File: config.mk
export PLATFORM = sky130hd
export DESIGN_NAME = hpdcache_mem_resp_demux_rt
export DESIGN_NICKNAME = d
export VERILOG_FILES = /design/src/rtl/hpdcache_mem_resp_demux_rt.sv
export SDC_FILE = /design/constraint.sdc
export NUM_CORES = 1
export LEC_CHECK = 0
export ABC_CLOCK_PERIOD_IN_PS = 4560
export CAP_MARGIN = 15
export CORE_UTILIZATION = 30
export CTS_CLUSTER_DIAMETER = 60
export DETAILED_ROUTE_END_ITERATION = 6
export GPL_TIMING_DRIVEN = 0
export MAX_ROUTING_LAYER = met4
export SYNTH_ARGS = -nofsm -noshare
export SYNTH_HDL_FRONTEND = slang
export SYNTH_SLANG_ARGS = --single-unit
File: constraint.sdc
create_clock -name clk_i -period 4.56 [get_ports clk_i]
set_input_delay 0.456 -clock clk_i [delete_from_list [all_inputs] [get_ports clk_i]]
set_output_delay 0.456 -clock clk_i [all_outputs]
set_load 0.02 [all_outputs]
File: src/rtl/hpdcache_mem_resp_demux_rt.sv
// ID-routed memory response demux: routing table maps response ID to requester port, per-port elastic FIFO.
// Latency: one cycle from accepted beat to mem_resp_valid_o. Backpressure: stall only when the target FIFO is full.
// Optional perf outputs behind HPDCACHE_RESP_DEMUX_PERF_EN.
module hpdcache_mem_resp_demux_rt #(
  parameter int unsigned N          = 2,
  parameter int unsigned RESP_W     = 64,
  parameter int unsigned ID_W       = 4,
  parameter int unsigned FIFO_DEPTH = 2,
  parameter int unsigned PORTID_W   = $clog2(N)
) (
  input  logic                  clk_i,
  input  logic                  rst_ni,
  input  logic                  rt_wr_valid_i,
  output logic                  rt_wr_ready_o,
  input  logic [ID_W-1:0]       rt_wr_id_i,
  input  logic [PORTID_W-1:0]   rt_wr_portid_i,
  input  logic                  mem_resp_valid_i,
  output logic                  mem_resp_ready_o,
  input  logic [ID_W-1:0]       mem_resp_id_i,
  input  logic                  mem_resp_last_i,
  input  logic [RESP_W-1:0]     mem_resp_i,
  output logic [N-1:0]          mem_resp_valid_o,
  input  logic [N-1:0]          mem_resp_ready_i,
  output logic [N*RESP_W-1:0]   mem_resp_o,
  output logic                  err_unmapped_o
`ifdef HPDCACHE_RESP_DEMUX_PERF_EN
  ,
  output logic [N-1:0]          perf_stall_o,
  output logic [15:0]           perf_unmapped_cnt_o
`endif
);

  localparam int unsigned RT_DEPTH = 2**ID_W;
  localparam int unsigned AW       = $clog2(FIFO_DEPTH) + 1;
  localparam int unsigned LW       = AW - 1;

  logic [RT_DEPTH-1:0] rt_valid;
  logic [PORTID_W-1:0] rt_port [RT_DEPTH];
  logic [N-1:0]        fifo_full;
  logic [N-1:0]        push;
  logic [PORTID_W-1:0] tgt;
  logic                hit;
  logic                resp_acc;
  logic                resp_drop;
  logic                err_q;

  // Entries owned by an out-of-range port are treated exactly like unallocated IDs.
  always_comb begin
    tgt              = rt_port[mem_resp_id_i];
    hit              = rt_valid[mem_resp_id_i] && (int'(tgt) < int'(N));
    mem_resp_ready_o = hit ? ~fifo_full[tgt] : 1'b1;
    resp_acc         = mem_resp_valid_i & mem_resp_ready_o;
    resp_drop        = resp_acc & ~hit;
  end

  assign rt_wr_ready_o  = ~rt_valid[rt_wr_id_i];
  assign err_unmapped_o = err_q;

  // Write needs a clear entry and free needs a set one, so they can never target the same ID in one cycle.
  always_ff @(posedge clk_i or negedge rst_ni) begin
    if (!rst_ni) begin
      rt_valid <= '0;
      err_q    <= 1'b0;
    end else begin
      if (resp_acc && mem_resp_last_i && rt_valid[mem_resp_id_i])
        rt_valid[mem_resp_id_i] <= 1'b0;
      if (rt_wr_valid_i && rt_wr_ready_o)
        rt_valid[rt_wr_id_i] <= 1'b1;
      err_q <= resp_drop;
    end
  end

  always_ff @(posedge clk_i) begin
    if (rt_wr_valid_i && rt_wr_ready_o)
      rt_port[rt_wr_id_i] <= rt_wr_portid_i;
  end

  for (genvar k = 0; k < int'(N); k++) begin : g_port
    logic [AW-1:0]     wr_ptr;
    logic [AW-1:0]     rd_ptr;
    logic [RESP_W-1:0] mem [FIFO_DEPTH];
    logic              empty;
    logic              pop;

    assign push[k]      = resp_acc & hit & (tgt == PORTID_W'(k));
    assign empty        = (wr_ptr == rd_ptr);
    assign fifo_full[k] = (wr_ptr[AW-1] != rd_ptr[AW-1]) &&
                          (wr_ptr[LW-1:0] == rd_ptr[LW-1:0]);
    assign pop          = ~empty & mem_resp_ready_i[k];

    assign mem_resp_valid_o[k]              = ~empty;
    assign mem_resp_o[k*RESP_W +: RESP_W]   = mem[rd_ptr[LW-1:0]];

    always_ff @(posedge clk_i or negedge rst_ni) begin
      if (!rst_ni) begin
        wr_ptr <= '0;
        rd_ptr <= '0;
      end else begin
        if (push[k]) wr_ptr <= wr_ptr + AW'(1);
        if (pop)     rd_ptr <= rd_ptr + AW'(1);
      end
    end

    always_ff @(posedge clk_i) begin
      if (push[k])
        mem[wr_ptr[LW-1:0]] <= mem_resp_i;
    end

`ifdef HPDCACHE_RESP_DEMUX_PERF_EN
    assign perf_stall_o[k] = mem_resp_valid_i & hit & (tgt == PORTID_W'(k)) & fifo_full[k];
`endif
  end

`ifdef HPDCACHE_RESP_DEMUX_PERF_EN
  logic [15:0] unmapped_cnt_q;

  always_ff @(posedge clk_i or negedge rst_ni) begin
    if (!rst_ni)
      unmapped_cnt_q <= '0;
    else if (resp_drop && (unmapped_cnt_q != 16'hFFFF))
      unmapped_cnt_q <= unmapped_cnt_q + 16'd1;
  end

  assign perf_unmapped_cnt_o = unmapped_cnt_q;
`endif

endmodule

# After elaboration in Yosys (flattened, before gate mapping)
# Memory sizes are Yosys's and may differ from the RTL's.
# Cells that the tools add are included.
dict set report totals {
  ramBits 272
  mem_count 3
  inputBits 80
  out_inout_bits 133
  regBits 25
  word_cells 66
}
# memory depth word_bits rd rd_ports_with_merged_regs wr line_no
set memory_table {}
lappend memory_table {{g_port[0].mem} 2 64 1 0 1 81} ;# logic [RESP_W-1:0] mem [FIFO_DEPTH];
lappend memory_table {{g_port[1].mem} 2 64 1 0 1 81}
lappend memory_table {rt_port 16 1 1 0 1 38} ;# logic [PORTID_W-1:0] rt_port [RT_DEPTH];
dict set report classes {
  bitwise 16
  add_sub_neg 4
  n_lt_le_gt_ge 5
  eq_ne 6
  n_mux 19
  reduce_logical 7
}
# cell n
set op_table {}
lappend op_table {{16-bit two-way mux} 2}
lappend op_table {{16-bit AND} 1}
lappend op_table {{16-bit NOT} 1}
lappend op_table {{16-bit OR} 1}
lappend op_table {{1-bit two-way mux} 13}
lappend op_table {{4-bit by 5-bit less-than comparator with 1-bit output (second input constant)} 2}
lappend op_table {{2-bit by 1-bit adder with 2-bit output (second input constant)} 4}
lappend op_table {{1-bit binary-select mux with 4-bit select} 2}
lappend op_table {{1-bit demux with 4-bit select} 2}
lappend op_table {{4-bit by 1-bit greater-or-equal comparator with 1-bit output (second input constant)} 2}
lappend op_table {{1-bit AND} 7}
lappend op_table {{1-bit logical AND} 7}
lappend op_table {{1-bit NOT} 6}
lappend op_table {{2-bit == test} 2}
lappend op_table {{1-bit == test} 2}
lappend op_table {{1-bit by 2-bit less-than comparator with 1-bit output (second input constant)} 1}
lappend op_table {{1-bit inequality test} 2}

# Longest topological paths before layout
# Gate-level depths: netlist of the first run.
dict set report depth {
  ltp_word 12
  mapped_depth 8
  mapped_depth_nobuf 6
}

# Least setup slack after synthesis of the first run
# OpenSTA, ideal clock, no wires.
dict set report synth_timing {
  path_kind {input to register}
  start {in mem_resp_id_i[2]}
  end {mem g_port[0].mem[0][0], enable pin}
  n_path_buf 1
  setup_time_ns 0.487
  path_slack_ns -0.145
  t_required_ns 4.073
  t_arrival_ns 4.219
  path_stages 6
  path_cell_list {clkbuf_2 -> or2_2 -> o22a_1 -> a211oi_2 -> o21ai_0 -> nor2_1}
}
dict set report synth_via {
  elab_chain_len 10
  elab_cells_between_ends 13
  cone_classes {mux (7); bitwise (5); memory (1)}
}
# item line_no
set synth_lines {}
lappend synth_lines {{start, declared} 19} ;# input logic [ID_W-1:0] mem_resp_id_i,
lappend synth_lines {{memory read 16 x 1 bit} n/a}
lappend synth_lines {{1-bit two-way mux (not written as such) (2 in a row)} 51} ;# mem_resp_ready_o = hit ? ~fifo_full[tgt] : 1'b1;
lappend synth_lines {{1-bit NOT} 51}
lappend synth_lines {{1-bit two-way mux} 51}
lappend synth_lines {{1-bit AND} 52} ;# resp_acc = mem_resp_valid_i & mem_resp_ready_o;
lappend synth_lines {{1-bit AND} 85} ;# assign push[k] = resp_acc & hit & (tgt == PORTID_W'(k));
lappend synth_lines {{1-bit AND (*)} 85}
lappend synth_lines {{1-bit two-way mux (*)} 105} ;# if (push[k])
lappend synth_lines {{1-bit two-way mux (not written as such) (*)} 106} ;# mem[wr_ptr[LW-1:0]] <= mem_resp_i;
lappend synth_lines {{end, declared} 81}
# Mark *: on every way between the ends. The rest lies on a longest branch, timed or not. The select of a mux whose other input is x is not followed.

# Final worst setup path of the first run
dict set report layout_timing {
  start {reg g_port[0].rd_ptr[0]}
  end {out mem_resp_o[34]}
}
dict set report layout_via {
  elab_chain_len 1
}
# item line_no
set layout_lines {}
lappend layout_lines {{start, declared} 80} ;# logic [AW-1:0] rd_ptr;
lappend layout_lines {{start signal, assigned} 100} ;# if (pop) rd_ptr <= rd_ptr + AW'(1);
lappend layout_lines {{memory read 2 x 64 bit} n/a}
lappend layout_lines {{end, declared} 24} ;# output logic [N*RESP_W-1:0] mem_resp_o,
# Every way passes these cells.

==> results of run 1 <==
## cell usage after synthesis (2+ instances only)
cell type  count
a22oi_1        2
buf_1          6
buf_6          3
clkbuf_1      10
dfrtp_1       25
edfxtp_1     272
inv_1          6
mux2_2       134
mux2i_1        6
mux4_2         7
nand2_1       20
nand2b_1       7
nand3_1        4
nand4_1        3
nor2_1        15
nor2b_1        3
nor3_1         5
o211ai_1       3
o21ai_0        3
o22a_1         3
o22a_2         3
o32a_1         6
o32a_2         5
or2_2          2
or3_1          5
xnor2_1       11
## power by group
| part | leakage [nW] | switching, mW | internal [mW] | total (mW) |
|---|---|---|---|---|
| registers | 2.75 | 0.148 | 3.33 | 3.47 |
| logic | 1.81 | 1.54 | 1.41 | 2.95 |
| clock network | 0.587 | 1.12 | 1.74 | 2.86 |
| total | 5.15 | 2.81 | 6.48 | 9.29 |
## final timing paths
path | startpoint | endpoint | slack [ps]
hold / removal | rst_ni | rt_valid[0] | 370
min in group clk_i | mem_resp_id_i[2] | rt_valid[1] | 490
hold reg to reg | g_port[1].rd_ptr[1] | g_port[1].rd_ptr[1] | 490
max in group asynchronous | rst_ni | g_port[0].wr_ptr[1] | 3620
setup reg to reg | rt_port[10] | g_port[0].mem[0][35] | 1550
setup / recovery | g_port[0].rd_ptr[0] | mem_resp_o[34] | 850
## state kept, by name, indices dropped and copies added (netlist names)
name / cells
rt_port: 16
g_port.rd_ptr: 4
err_unmapped_o: 1
rt_valid: 16
g_port.mem: 256
g_port.wr_ptr: 4
## per-stage QoR
step	TNS, ps	cell area, um2
finish	0	15600
global route	0	15600
CTS	0	15600
detailed placement	0	14400
global placement	-288690	14200
floorplan	0	11400
## cells by family (layout without fill, tap and decap cells)
group	after synthesis	in the layout	synth area share
flops	297	297	0.769
mux	147	147	0.151
simple gates	73	73	0.0339
compound gates	31	31	0.0262
buf+inv	27	311	0.0110
xor+xnor	12	12	0.00919
## worst max-delay path: cells and delay by family, from the launching register on
| kind | cells | cell delay, ps |
|---|---|---|
| buffers and inverters | 3 | 1830 |
| DFF | 1 | 460 |
| muxes | 1 | 410 |
## metal layers
layer	up-vias	global-route usage	wire length [um]
li1	2848	-	-
met1	3176	0.175	11600
met2	183	0.226	12900
met3	39	0.0507	2080
met4	0	0.0517	578
met5	-	-	0
## final cells by class
cell class,instances,area (um2)
fillers,3415,22000
repair buffers,218,2260
clock inverters,22,211
multi-input cells,263,2530
inverters,6,27.5
plain buffers,21,104
clock buffers,44,995
well taps,511,639
flip-flops and latches,297,8790
==> run metrics, run 1 <==
Post-CTS Resized 0; # DRC 0; Max Buffers Root-to-Sink 3; placed cell count ~1300; Async S/R FF share, synth 0.0842; vias in the first global route about 6700; Final Hold Viols 0; worst hold path type in -> async; cell taking the most area after synthesis edfxtp_1; Worst Skew roughly 15 ps; Initial DRC Count 240; Synth Area per Inst about 20 um2; CTS H-Tree Depth 2; DRT Pass-1 Iters 4; Top FF cell, synth edfxtp_1; Peak Freq roughly 270 MHz; largest stage delay on the critical path ~700 ps; Synth Cell Area around 11000 um2; CP Cell Sequence buf_1, clkbuf_1, mux2_2, clkdlybuf4s50_1; startpoint type of the worst setup path register; CTS clk-pin slew, worst paths around 60 ps; Power per Cell Area between 500 and 600 nW/um2; die span in y between 150 and 200 um; top cells by area, synth edfxtp_1 (71%), mux2_2 (13%), dfrtp_1 (5.5%); Area Growth Syn to Fin 36.1%; FF+latch count, synth 297; Final Max Tran Viols 0; Global Route Usage Sum 0.145; vias per inst 4.52; Crit-path slowest cell clkbuf_1; Post-CTS Hold Buffers 0; clock sink total 297; post-layout minimum cycle time approximately 3700 ps; post-route setup slack 849 ps; critical path peak fanout 10; FF-to-FF path depth 7; Clock Latency Late Sink between 500 and 600 ps; Final nets between 900 and 1000; WL final 27.1 mm; dpl ws roughly 480 ps; root buffer cell clkbuf_16; Antenna Nets Post-Route 0; Synth top area share 0.714; number of synthesized flops with an enable pin between 200 and 300; IO Port Bufs roughly 210; global-route wire length before repair approximately 40 mm; Setup Buffers After CTS 0; Max-slew headroom 0.437; period utilization 0.814; synthesized instance count 587; n_diodes 0; most frequent cells in the layout edfxtp_1 (272), clkdlybuf4s50_1 (211), mux2_2 (134); final setup fails 0; Max VDD drop around 0.34 mV; vias approximately 6200; Setup crit end kind output pin; commonest non-fill, non-tap cell in the layout edfxtp_1; WS Path Type reg -> out; GP Congestion about 0.86; P_leak roughly 5.1 nW; CTS buffer count 37; Distinct cells, synth 44; Max-cap violations 0; share of cells above drive strength 1 0.263; RSZ-0062 raised after global routing false; DP HPWL around 18 mm; Starting Density 0.304; # IOs ~210; syn nets 667; gr ovfl total 0; Hold Slack ~370 ps; utilization after layout 0.414; initial antenna violation count 0; Worst Tran Pin Value ~840 ps; Worst Path Required 4100 ps; largest net degree at the start of global routing 47; die area slightly below 40000 um2; TritonCTS clock tree built; Tot Pwr between 9 and 10 mW; WL per Instance a little under 20 um; Ys Warns 0; std cell rows between 70 and 80; CORE AREA 37600 um2; Die X between 150 and 200 um; status completed; fin cells 1382; post-synthesis sequential area ratio 0.769; Crit path arrival time between 3000 and 4000 ps
(Power assumes the default switching activity.)
==> inputs of run 2 (changes only) <==
--- a/config.mk
+++ b/config.mk
@@ -5,7 +5,7 @@
 export SDC_FILE = /design/constraint.sdc
 export NUM_CORES = 1
 export LEC_CHECK = 0
-export ABC_CLOCK_PERIOD_IN_PS = 4560
+export ABC_CLOCK_PERIOD_IN_PS = 3600
 export CAP_MARGIN = 15
 export CORE_UTILIZATION = 30
 export CTS_CLUSTER_DIAMETER = 60
==> constraint.sdc (replaced) <==
create_clock -name clk_i -period 3.6 [get_ports clk_i]
set_input_delay 0.36 -clock clk_i [delete_from_list [all_inputs] [get_ports clk_i]]
set_output_delay 0.36 -clock clk_i [all_outputs]
set_load 0.02 [all_outputs]
==> run 2 against run 1 <==
  * Final area about the same
  * Worst setup slack worse by 740 ps
  * Combinational power increased by 27%
  * Largest cell class unchanged
==> run metrics, run 2 (synthesized netlist as in run 1, its figures left out) <==
status completed; Hold Slack 261 ps; Max VDD drop 0.437 mV; vias in the first global route roughly 6700; Initial DRC Count ~240; Final Max Tran Viols 0; Final nets slightly above 900; RSZ-0062 raised after global routing false; fill cell count 3413; CTS clk-pin slew, worst paths about 60 ps; std cell rows 71; initial antenna violation count 0; final setup fails 0; most frequent cells in the layout edfxtp_1 (272), clkdlybuf4s50_1 (211), mux2_2 (134); Crit path arrival time 3130 ps; Die X between 150 and 200 um; Max-slew headroom 0.385; Area Growth Syn to Fin 36.2%; post-layout minimum cycle time 3490 ps; largest net degree at the start of global routing 47; die span in y roughly 200 um; Multi-input gate area 2540 um2; Comb pwr share 0.318; Starting Density 0.304; clock sink total slightly below 300; Peak Freq ~290 MHz; period utilization 0.969; Worst Tran Pin Value around 900 ps; DP HPWL 17.7 mm; Global Route Usage Sum 0.145; Max Buffers Root-to-Sink 3; WS Path Type in -> out; Max-cap violations 0; Post-CTS Hold Buffers 0; dpl ws -382 ps; global-route wire length before repair between 40 and 50 mm; Worst Skew between 10 and 15 ps; FF/Latch Area between 8000 and 9000 um2; Power per Cell Area around 760 nW/um2; vias ~6200; n_diodes 0; # IOs ~210; CTS H-Tree Depth 2; sequential share of power 0.374; gr ovfl total 0; placed cell count 1316; Final Hold Viols 0; Setup crit end kind output pin; Setup Buffers After CTS 0; max FFs per register around 260; Tot Pwr 11.8 mW; TritonCTS clock tree built; power share of the clock group 0.308; GP Congestion 0.859; final instance area about 16000 um2; critical path peak fanout 10; P_leak just over 5 nW; die area 38900 um2; Worst Path Required between 3000 and 4000 ps; internal power a little over 8 mW; WL per Instance just under 20 um; share of cells above drive strength 1 0.271; startpoint type of the worst setup path primary input; vias per inst approximately 4.5; switching share of power 0.303; Antenna Nets Post-Route 0; WL final around 27 mm; DRT Pass-1 Iters 6; post-route setup slack about 110 ps; # DRC 0; Area after DPL about 14000 um2; commonest non-fill, non-tap cell in the layout edfxtp_1; root buffer cell clkbuf_16; P_sw about 3.6 mW; CTS buffer count 37; IO Port Bufs between 200 and 250; worst hold path type in -> async; fin cells approximately 1400; CORE AREA between 30000 and 40000 um2; Clock Latency Late Sink approximately 540 ps
[run 2: changes by cell type in the layout (fill, tap and decap cells not counted), sizes merged]
cell	change
nor2	+1
[run 2: final timing paths]
check	startpoint	cells after the start	to	slack (ps)
setup / recovery	mem_resp_id_i[3]	8	mem_resp_ready_o	110
hold / removal	rst_ni	1	rt_valid[0]	260
setup reg to reg	rt_port[10]	7	g_port[0].mem[0][35]	630
hold reg to reg	g_port[1].rd_ptr[1]	1	g_port[1].rd_ptr[1]	500
max in group asynchronous	rst_ni	2	g_port[0].wr_ptr[1]	2780
min in group clk_i	mem_resp_id_i[2]	3	rt_valid[1]	390
[run 2: final cells by class]
| class | count | area share |
|---|---|---|
| repair buffers | 218 | 0.145 |
| inverters | 6 | 0.00177 |
| clock buffers | 44 | 0.0638 |
| well taps | 511 | 0.0410 |
| flip-flops and latches | 297 | 0.564 |
| plain buffers | 21 | 0.00715 |
| clock inverters | 22 | 0.0136 |
| multi-input cells | 264 | 0.163 |
[run 2: stage by stage]
step,setup TNS (ps),utilization
2_1_floorplan,0,-
3_3_place_gp,-509880,0.378
3_5_place_dp,-20830,0.382
4_1_cts,0,0.414
5_1_grt,0,0.415
6_report,0,0.415
[run 2: critical path, stage by stage]
cell             delay [ps]
clkdlybuf4s50_1         620
buf_2                   290
mux4_2                  380
o31a_1                  310
a311o_2                 430
nand2_1                  80
nand2_1                  90
clkdlybuf4s50_1         570
[run 2: layer usage]
| metal | GRT usage | share of wire | up-vias |
|---|---|---|---|
| li1 | - | - | 2856 |
| met1 | 0.175 | 0.42 | 3165 |
| met2 | 0.226 | 0.47 | 188 |
| met3 | 0.0507 | 0.081 | 39 |
| met4 | 0.0517 | 0.022 | 0 |
| met5 | - | 0 | - |
[run 2: power by group through the flow]
stage	logic, mW	clock network, mW	registers, mW
6_report	3.75	3.63	4.40
5_1_grt	4.00	3.86	4.45
4_1_cts	3.84	3.72	4.40
3_5_place_dp	3.80	0	4.47
3_3_place_gp	3.75	0	4.49
2_1_floorplan	2.18	0	4.42
[run 2: timing repair]
action / in CTS / in global routing
setup endpoints to repair: 80 / 24
pin swaps: 0 / 1
gates resized for setup: 6 / 0
gates cloned: 0 / 1
hold endpoints to repair: 0 / 0
